### src/rtl/addertree_final.sv
// addertree_final: column popcount, weighted sum, shift/saturate, 3-stage valid/ready pipe.
// Build option: define ADDERTREE_FINAL_RELU_EN to clamp negative sums to zero on q_out.
module addertree_final #(
  parameter int SHIFT = 7,
  parameter int CNT_W = 16
) (
  input  logic             clk,
  input  logic             reset,
  input  logic             in_valid,
  output logic             in_ready,
  input  logic             ao18,
  input  logic [1:0]       ao17,
  input  logic [2:0]       ao16,
  input  logic [4:0]       ao15,
  input  logic [4:0]       ao14,
  input  logic [6:0]       ao13,
  input  logic [8:0]       ao12,
  input  logic [9:0]       ao11,
  input  logic [10:0]      ao10,
  input  logic [11:0]      ao9,
  input  logic [10:0]      ao8,
  input  logic [9:0]       ao7,
  input  logic [9:0]       ao6,
  input  logic [8:0]       ao5,
  input  logic [7:0]       ao4,
  input  logic [5:0]       ao3,
  output logic             out_valid,
  input  logic             out_ready,
  output logic [18:0]      sum_out,
  output logic [7:0]       q_out,
  output logic             sat_flag,
  output logic [CNT_W-1:0] sat_cnt
);

  localparam logic signed [18:0] QMAX = 19'sd127;
  localparam logic signed [18:0] QMIN = -19'sd128;

  logic v1_q, v2_q, v3_q;
  logic ld1, ld2, ld3;
  logic [3:0] cnt_d [18:3];
  logic [3:0] cnt_q [18:3];
  logic [18:0] sum_d;
  logic signed [18:0] sum_q;
  logic signed [18:0] sh;
  logic [18:0] sum_o_q;
  logic [7:0] q_d, q_q;
  logic sat_d, sat_q;
  logic [CNT_W-1:0] scnt_q;

  function automatic logic [3:0] pop12(input logic [11:0] v);
    logic [3:0] c;
    c = '0;
    for (int i = 0; i < 12; i++) begin
      c = c + 4'(v[i]);
    end
    return c;
  endfunction

  // A stage may load when empty or when its successor drains it.
  assign ld3 = !v3_q || out_ready;
  assign ld2 = !v2_q || ld3;
  assign ld1 = !v1_q || ld2;
  assign in_ready = ld1;

  always_comb begin
    cnt_d[18] = pop12({11'b0, ao18});
    cnt_d[17] = pop12({10'b0, ao17});
    cnt_d[16] = pop12({9'b0, ao16});
    cnt_d[15] = pop12({7'b0, ao15});
    cnt_d[14] = pop12({7'b0, ao14});
    cnt_d[13] = pop12({5'b0, ao13});
    cnt_d[12] = pop12({3'b0, ao12});
    cnt_d[11] = pop12({2'b0, ao11});
    cnt_d[10] = pop12({1'b0, ao10});
    cnt_d[9]  = pop12(ao9);
    cnt_d[8]  = pop12({1'b0, ao8});
    cnt_d[7]  = pop12({2'b0, ao7});
    cnt_d[6]  = pop12({2'b0, ao6});
    cnt_d[5]  = pop12({3'b0, ao5});
    cnt_d[4]  = pop12({4'b0, ao4});
    cnt_d[3]  = pop12({6'b0, ao3});
  end

  always_comb begin
    sum_d = '0;
    for (int n = 3; n <= 18; n++) begin
      sum_d = sum_d + ({15'b0, cnt_q[n]} << n);
    end
  end

  always_comb begin
    sh    = sum_q >>> SHIFT;
    q_d   = sh[7:0];
    sat_d = 1'b0;
    if (sh > QMAX) begin
      q_d   = 8'h7f;
      sat_d = 1'b1;
    end else if (sh < QMIN) begin
      q_d   = 8'h80;
      sat_d = 1'b1;
    end
`ifdef ADDERTREE_FINAL_RELU_EN
    if (sum_q[18]) begin
      q_d   = '0;
      sat_d = 1'b0;
    end
`endif
  end

  always_ff @(posedge clk or negedge reset) begin
    if (!reset) begin
      v1_q <= 1'b0;
      v2_q <= 1'b0;
      v3_q <= 1'b0;
      for (int n = 3; n <= 18; n++) begin
        cnt_q[n] <= '0;
      end
      sum_q   <= '0;
      sum_o_q <= '0;
      q_q     <= '0;
      sat_q   <= 1'b0;
    end else begin
      if (ld1) begin
        v1_q <= in_valid;
        if (in_valid) cnt_q <= cnt_d;
      end
      if (ld2) begin
        v2_q <= v1_q;
        if (v1_q) sum_q <= $signed(sum_d);
      end
      if (ld3) begin
        v3_q <= v2_q;
        if (v2_q) begin
          sum_o_q <= sum_q;
          q_q     <= q_d;
          sat_q   <= sat_d;
        end
      end
    end
  end

  always_ff @(posedge clk or negedge reset) begin
    if (!reset) begin
      scnt_q <= '0;
    end else if (v3_q && out_ready && sat_q && (scnt_q != '1)) begin
      scnt_q <= scnt_q + 1'b1;
    end
  end

  assign out_valid = v3_q;
  assign sum_out   = sum_o_q;
  assign q_out     = q_q;
  assign sat_flag  = sat_q;
  assign sat_cnt   = scnt_q;

endmodule
### config.mk
export PLATFORM = sky130hd
export DESIGN_NAME = addertree_final
export DESIGN_NICKNAME = d
export VERILOG_FILES = /design/src/rtl/addertree_final.sv
export SDC_FILE = /design/constraint.sdc
export NUM_CORES = 1
export LEC_CHECK = 0
export BUFFER_PORTS_ARGS = -buffer_cell sky130_fd_sc_hd__buf_2
export CORE_MARGIN = 1
export CORE_UTILIZATION = 50
export CTS_BUF_LIST = sky130_fd_sc_hd__clkbuf_4
export DETAILED_ROUTE_END_ITERATION = 16
export PLACE_DENSITY_LB_ADDON = 0.08
export SLEW_MARGIN = 10
export SYNTH_ARGS = -nofsm -noshare
export SYNTH_HDL_FRONTEND = slang
export SYNTH_SLANG_ARGS = --single-unit
### constraint.sdc
create_clock -name clk -period 3.7 [get_ports clk]
set_input_delay 0.37 -clock clk [delete_from_list [all_inputs] [get_ports clk]]
set_output_delay 0.37 -clock clk [all_outputs]
set_load 0.02 [all_outputs]
==> Yosys cells after proc, flatten, opt, wreduce, memory -nomap -nowiden <==
Cells that the tools add are included.
W data, S select, Z words.
{ "classes": {"add_sub_neg": 119, "n_mul": 0, "div_mod_pow": 0, "n_lt_le_gt_ge": 2, "n_eq_ne": 1, "n_shift": 0, "mux": 4, "bitwise": 0, "n_reduce_logical": 12} }
{ "op_table": {"columns": ["op", "count"], "rows": [
  ["$add A4 B1 Y4", 61],
  ["$add A19 B19 Y19", 4],
  ["$add A3 B1 Y4", 13],
  ["$add A2 B1 Y3", 14],
  ["$add A1 B1 Y2", 15],
  ["$add A18 B18 Y19", 1],
  ["$add A17 B17 Y18", 1],
  ["$add A16 B16 Y17", 1],
  ["$add A15 B15 Y16", 1],
  ["$add A16 B1 Y16 const B", 1],
  ["$mux W8", 2],
  ["$ne A16 B16 Y1 const B", 1],
  ["$add A14 B14 Y15", 1],
  ["$add A13 B13 Y14", 1],
  ["$add A12 B12 Y13", 1],
  ["$add A11 B11 Y12", 1],
  ["$gt A12 B8 Y1 const B", 1],
  ["$lt A12 B8 Y1 const B", 1],
  ["$add A10 B10 Y11", 1],
  ["$add A9 B9 Y10", 1],
  ["$add A7 B8 Y9", 1],
  ["$reduce_and A2 Y1", 3],
  ["$logic_and A1 B1 Y1", 3],
  ["$logic_not A1 Y1", 3],
  ["2 further kinds", 5]
]} }
{ "word_totals": {"reg_bits": 124, "latchBits": 0, "mem_bits_rw": 0, "mem_bits_ro": 0, "input_bits": 123, "output_inout_bits": 46, "wordCells": 162, "mem_count": 0} }

==> Longest topological paths before layout <==
{ "depth": {"depth_word": 15, "mapped_depth": 11} }

==> Worst setup path after synthesis <==
No wires, ideal clock.
{ "synth_path": {"kind": "input port to flip-flop", "from": "input ao9[0]", "to": "register cnt_q[25] in the netlist's numbering", "setup_time_ps": 125, "arrival_time_ps": 3238, "required_ps": 3575, "setup_slack_ps": 338, "path_stages": 9, "path_cell_list": "fa_1 inv_1 fa_1 fa_1 fa_1 inv_1 ha_1 fa_1 mux2_2"} }
{ "synth_lines": {"columns": ["item", "line", "source"], "rows": [
  ["start, declared", "20", "input logic [11:0] ao9,"],
  ["end signal, assigned", "125", "if (in_valid) cnt_q <= cnt_d;"],
  ["end, declared", "41", "logic [3:0] cnt_q [18:3];"]
]} }

==> Worst setup path after layout <==
{ "layout_path": {"from": "register cnt_q[11] in the netlist's numbering", "to": "register sum_q[18]"} }
{ "layout_via": {"elab_chain_cells": 14} }
{ "layout_rtl": {"columns": ["item", "line", "source"], "rows": [
  ["$add A9 B9 Y10", "87", "sum_d = sum_d + ({15'b0, cnt_q[n]} << n);"],
  ["$add A10 B10 Y11", "87", null],
  ["$add A11 B11 Y12", "87", null],
  ["$add A12 B12 Y13", "87", null],
  ["$add A13 B13 Y14", "87", null],
  ["$add A14 B14 Y15", "87", null],
  ["$add A15 B15 Y16", "87", null],
  ["$add A16 B16 Y17", "87", null],
  ["$add A17 B17 Y18", "87", null],
  ["$add A18 B18 Y19", "87", null],
  ["$add A19 B19 Y19 (4 in a row)", "87", null],
  ["end signal, assigned", "129", "if (v1_q) sum_q <= $signed(sum_d);"],
  ["end, declared", "43", "logic signed [18:0] sum_q;"]
]} }
No other way between the ends.
A chain may end at the register's enable or synchronous reset.

==> insert_results.sql <==
INSERT INTO impl_metrics (metric_group, metric, value, unit) VALUES
('status', 'run_status', 'finished clean', ''),
('placement', 'placedInstanceArea', '8876', 'um2'),
('detailed_routing', 'met2RoutedLength', '6848', 'um'),
('timing', 'period_minus_slack', '3.211', 'ns'),
('power_and_ir_drop', 'internal_power_contribution', '4.388', 'mW'),
('detailed_routing', 'route.detailed.wl_per_inst', '12.35', 'um'),
('floorplan', 'io_pins', '169', ''),
('global_route', 'first_global_vias', '5660', ''),
('min_path', 'holdCritPathClass', 'in -> reg', ''),
('setup_path', 'worst_path_max_delay_cell', 'or4_1', ''),
('global_route', 'first_pass_grt_wire_length', '24690', 'um'),
('flow_run', 'max-cap-violations', '0', ''),
('timing', 'rsz_0062_raised_after_global_routing', 'false', ''),
('timing', 'finalSetupTns', '0', 'ns'),
('power_and_ir_drop', 'max-vdd-ir-drop', '0.4859', 'mV'),
('setup_path', 'r2r_slack', '0.49', 'ns'),
('clock_tree', 'clock_tree.htree_level_count', '4', ''),
('clock_tree', 'cts-root-buf', 'clkbuf_4', ''),
('min_path', 'worstHoldStart', 'ao18', ''),
('timing', 'final_min_period_over_clock_period', '86.77', '%'),
('placement', 'hpwlAfterDp', '11130', 'um'),
('min_path', 'worstHoldEndpoint', 'cnt_q[60]', ''),
('clock_tree', 'worstSkewPairLatency', '0.53', 'ns'),
('detailed_routing', 'vias_per_cell', '4.776', ''),
('power_and_ir_drop', 'power_frac_clock', '13.8', '%'),
('power_and_ir_drop', 'switchingPower', '3.378', 'mW'),
('setup_path', 'critPathBufInv', '2', ''),
('detailed_routing', 'route.top_layer_used', 'met4', ''),
('global_route', 'antenna_found_initial', '1', ''),
('setup_path', 'crit_path_max_fanout', '4', ''),
('power_and_ir_drop', 'cellLeakagePower', '4.900', 'nW'),
('yosys', 'number_of_distinct_library_cell_variants_in_the_gate_level_netlist_after_synthesis', '51', ''),
('yosys', 'yosys_warnings', '0', ''),
('min_path', 'worst_hold_path.num_cells', '2', ''),
('global_route', 'grt_start_max_net_pins', '51', ''),
('setup_path', 'crit_path_end_kind', 'register', ''),
('global_route', 'grt_overflow', '0', ''),
('clock_tree', 'maximum_buffer_depth_of_the_clock_tree', '2', ''),
('floorplan', 'die_boundary_height', '127.2', 'um'),
('clock_tree', 'cts_resized', '0', ''),
('yosys', 'synth_top_flop_cell', 'dfrtp_1', ''),
('detailed_routing', 'drcViolationCount', '0', ''),
('finish', 'drive_gt1_share', '27.24', '%'),
('clock_tree', 'clk_transition_reported_paths', '0.10', 'ns'),
('detailed_routing', 'num_vias', '5378', ''),
('floorplan', 'initial_core_util', '51.33', '%'),
('power_and_ir_drop', 'power_switching_share', '43.50', '%'),
('floorplan', 'chipWidth', '127.2', 'um'),
('clock_tree', 'tritoncts', 'built', ''),
('timing', 'report.final.hold_viol_count', '0', ''),
('yosys', 'synth_edf_count', '0', ''),
('detailed_routing', 'met3_wirelength', '590', 'um'),
('setup_path', 'timing.critical_path.cells', 'inv_1 -> fa_1 -> fa_1 -> inv_1 -> ha_1 -> nor2b_1 -> o2111ai_1 -> a21oi_1 -> or4_1 -> o211ai_1', ''),
('detailed_routing', 'wl_met1', '6323', 'um'),
('timing', 'final_max_slew_viol_count', '0', ''),
('setup_path', 'cp-start-kind', 'register', ''),
('global_route', 'grt_use_total', '19.25', '%'),
('floorplan', 'core_area', '15260', 'um2'),
('setup_path', 'critical-path-max-stage-delay', '0.52', 'ns'),
('detailed_routing', 'drt_pre_antenna_iters', '6', ''),
('timing', 'timing.hold.ws', '0.07490', 'ns'),
('finish', 'area_growth_synth_to_finish', '17.72', '%'),
('clock_tree', 'cts.sink_count', '113', ''),
('setup_path', 'r2r-start', 'cnt_q[11]', ''),
('placement', 'gp_congestion', '0.7660', ''),
('floorplan', 'fp-row-count', '45', ''),
('detailed_routing', 'routed_wirelength', '13910', 'um'),
('power_and_ir_drop', 'power.share.sequential', '26.3', '%'),
('yosys', 'syn-cell-area', '7833', 'um2'),
('yosys', 'average_size_of_a_mapped_cell', '10.73', 'um2'),
('finish', 'post_route_standard_cell_area_excluding_fillers', '9220', 'um2');
-- layout make-up --
cell class / instances / area (um2) / area share (%)
Multi-Input combinational cell: 423 / 4254 / 46.14
Inverter: 177 / 664.4 / 7.206
Clock inverter: 11 / 188.9 / 2.049
Sequential cell: 113 / 2828 / 30.67
Timing Repair Buffer: 171 / 875.8 / 9.499
Tap cell: 211 / 264.0 / 2.863
Clock buffer: 19 / 142.6 / 1.547
Antenna cell: 1 / 2.502 / 0.02714
-- logic make-up after synthesis --
logic type | Yosys count | share of synthesized area [%]
flops | 113 | 36.10
buf+inv | 196 | 9.712
other cells | 1 | 0.04788
simple gates | 132 | 8.083
fa+ha+maj | 129 | 29.04
compound gates | 86 | 7.365
mux | 45 | 6.518
xor+xnor | 28 | 3.131
-- worst max path at each step --
stage / start / to / slack [ns] / cells past startpoint
final: cnt_q[11] / sum_q[18] / 0.49 / 10
after global routing: cnt_q[11] / sum_q[18] / 0.33 / 10
after CTS: cnt_q[11] / sum_q[18] / 0.48 / 10
after detailed placement: ao9[0] / cnt_q[26] / 0.14 / 12
after global placement: ao9[0] / cnt_q[25] / 0.20 / 10
after floorplan: ao9[0] / cnt_q[25] / 0.34 / 9
-- what timing repair did --
action / 4_1_cts / 5_1_grt
endpoints found under the hold margin: 48 / 0
setup buffers: 0 / 0
hold buffers: 1 / 0
-- state kept, by name, summed over array words and instances, names as in the netlist --
signal	cells
cnt_q	53
out_valid	1
q_out	8
sat_cnt	16
sat_flag	1
sum_out	16
sum_q	16
v1_q	1
v2_q	1
-- power by group through the flow --
stage          clock network [mW]  logic (mW)  registers [mW]
2_1_floorplan                   0        3.37            2.19
3_3_place_gp                    0        4.56            2.05
3_5_place_dp                    0        4.67            2.07
4_1_cts                      1.10        4.71            2.05
5_1_grt                      1.16        5.40            2.11
6_report                     1.07        4.65            2.04
-- stage by stage --
step	worst slack [ns]	power, mW
after global routing	0.3289	8.681
after CTS	0.4825	7.864
final	0.4894	7.766
after detailed placement	0.1434	6.743
after floorplan	0.3376	5.563
after global placement	0.1965	6.607
-- routing by layer --
layer	GRT usage, %	up-vias
met5	0	-
met4	6.723	0
li1	-	2647
met1	24.54	2580
met2	32.42	141
met3	4.397	10
-- cell usage after synthesis, drive strengths merged, types with 3 or more instances --
library cell	n	area, um2
o21ai	26	130.1
fa	88	1762
dfrtp	113	2828
a21o	8	60.06
a21oi	18	90.09
nor2	11	41.29
clkbuf	8	30.03
o21a	3	22.52
nand4	5	31.28
o31ai	7	52.55
and3	7	43.79
buf	11	66.31
ha	41	513.0
nand2b	6	37.54
xor2	14	122.6
or4	4	30.03
o2111ai	3	26.28
nor3	7	35.03
inv	177	664.4
a221o	7	70.07
nand2	64	240.2
mux2	45	510.5
xnor2	14	122.6
nand3	17	90.09
-- placed cells by master, fill, tap and decap left out, types with 6 or more instances in the layout --
cell type	n
xnor2_1	14
xor2_1	14
nor2_1	11
clkbuf_4	19
mux2_2	44
nand2_1	63
buf_2	164
ha_1	41
and3_1	7
nand3_1	16
nand2b_1	6
o31ai_1	7
nor3_1	7
a21oi_1	18
inv_1	177
buf_4	6
fa_1	88
a221o_1	7
o21ai_0	25
dfrtp_1	113
a21o_1	8
-- worst register-to-register path, stage by stage (launching register included) --
cell	delay, ns
dfrtp_1	0.36
inv_1	0.06
fa_1	0.50
fa_1	0.51
inv_1	0.04
ha_1	0.34
nor2b_1	0.16
o2111ai_1	0.39
a21oi_1	0.16
or4_1	0.52
o211ai_1	0.10
No activity file was read; power rests on OpenSTA's default activity.
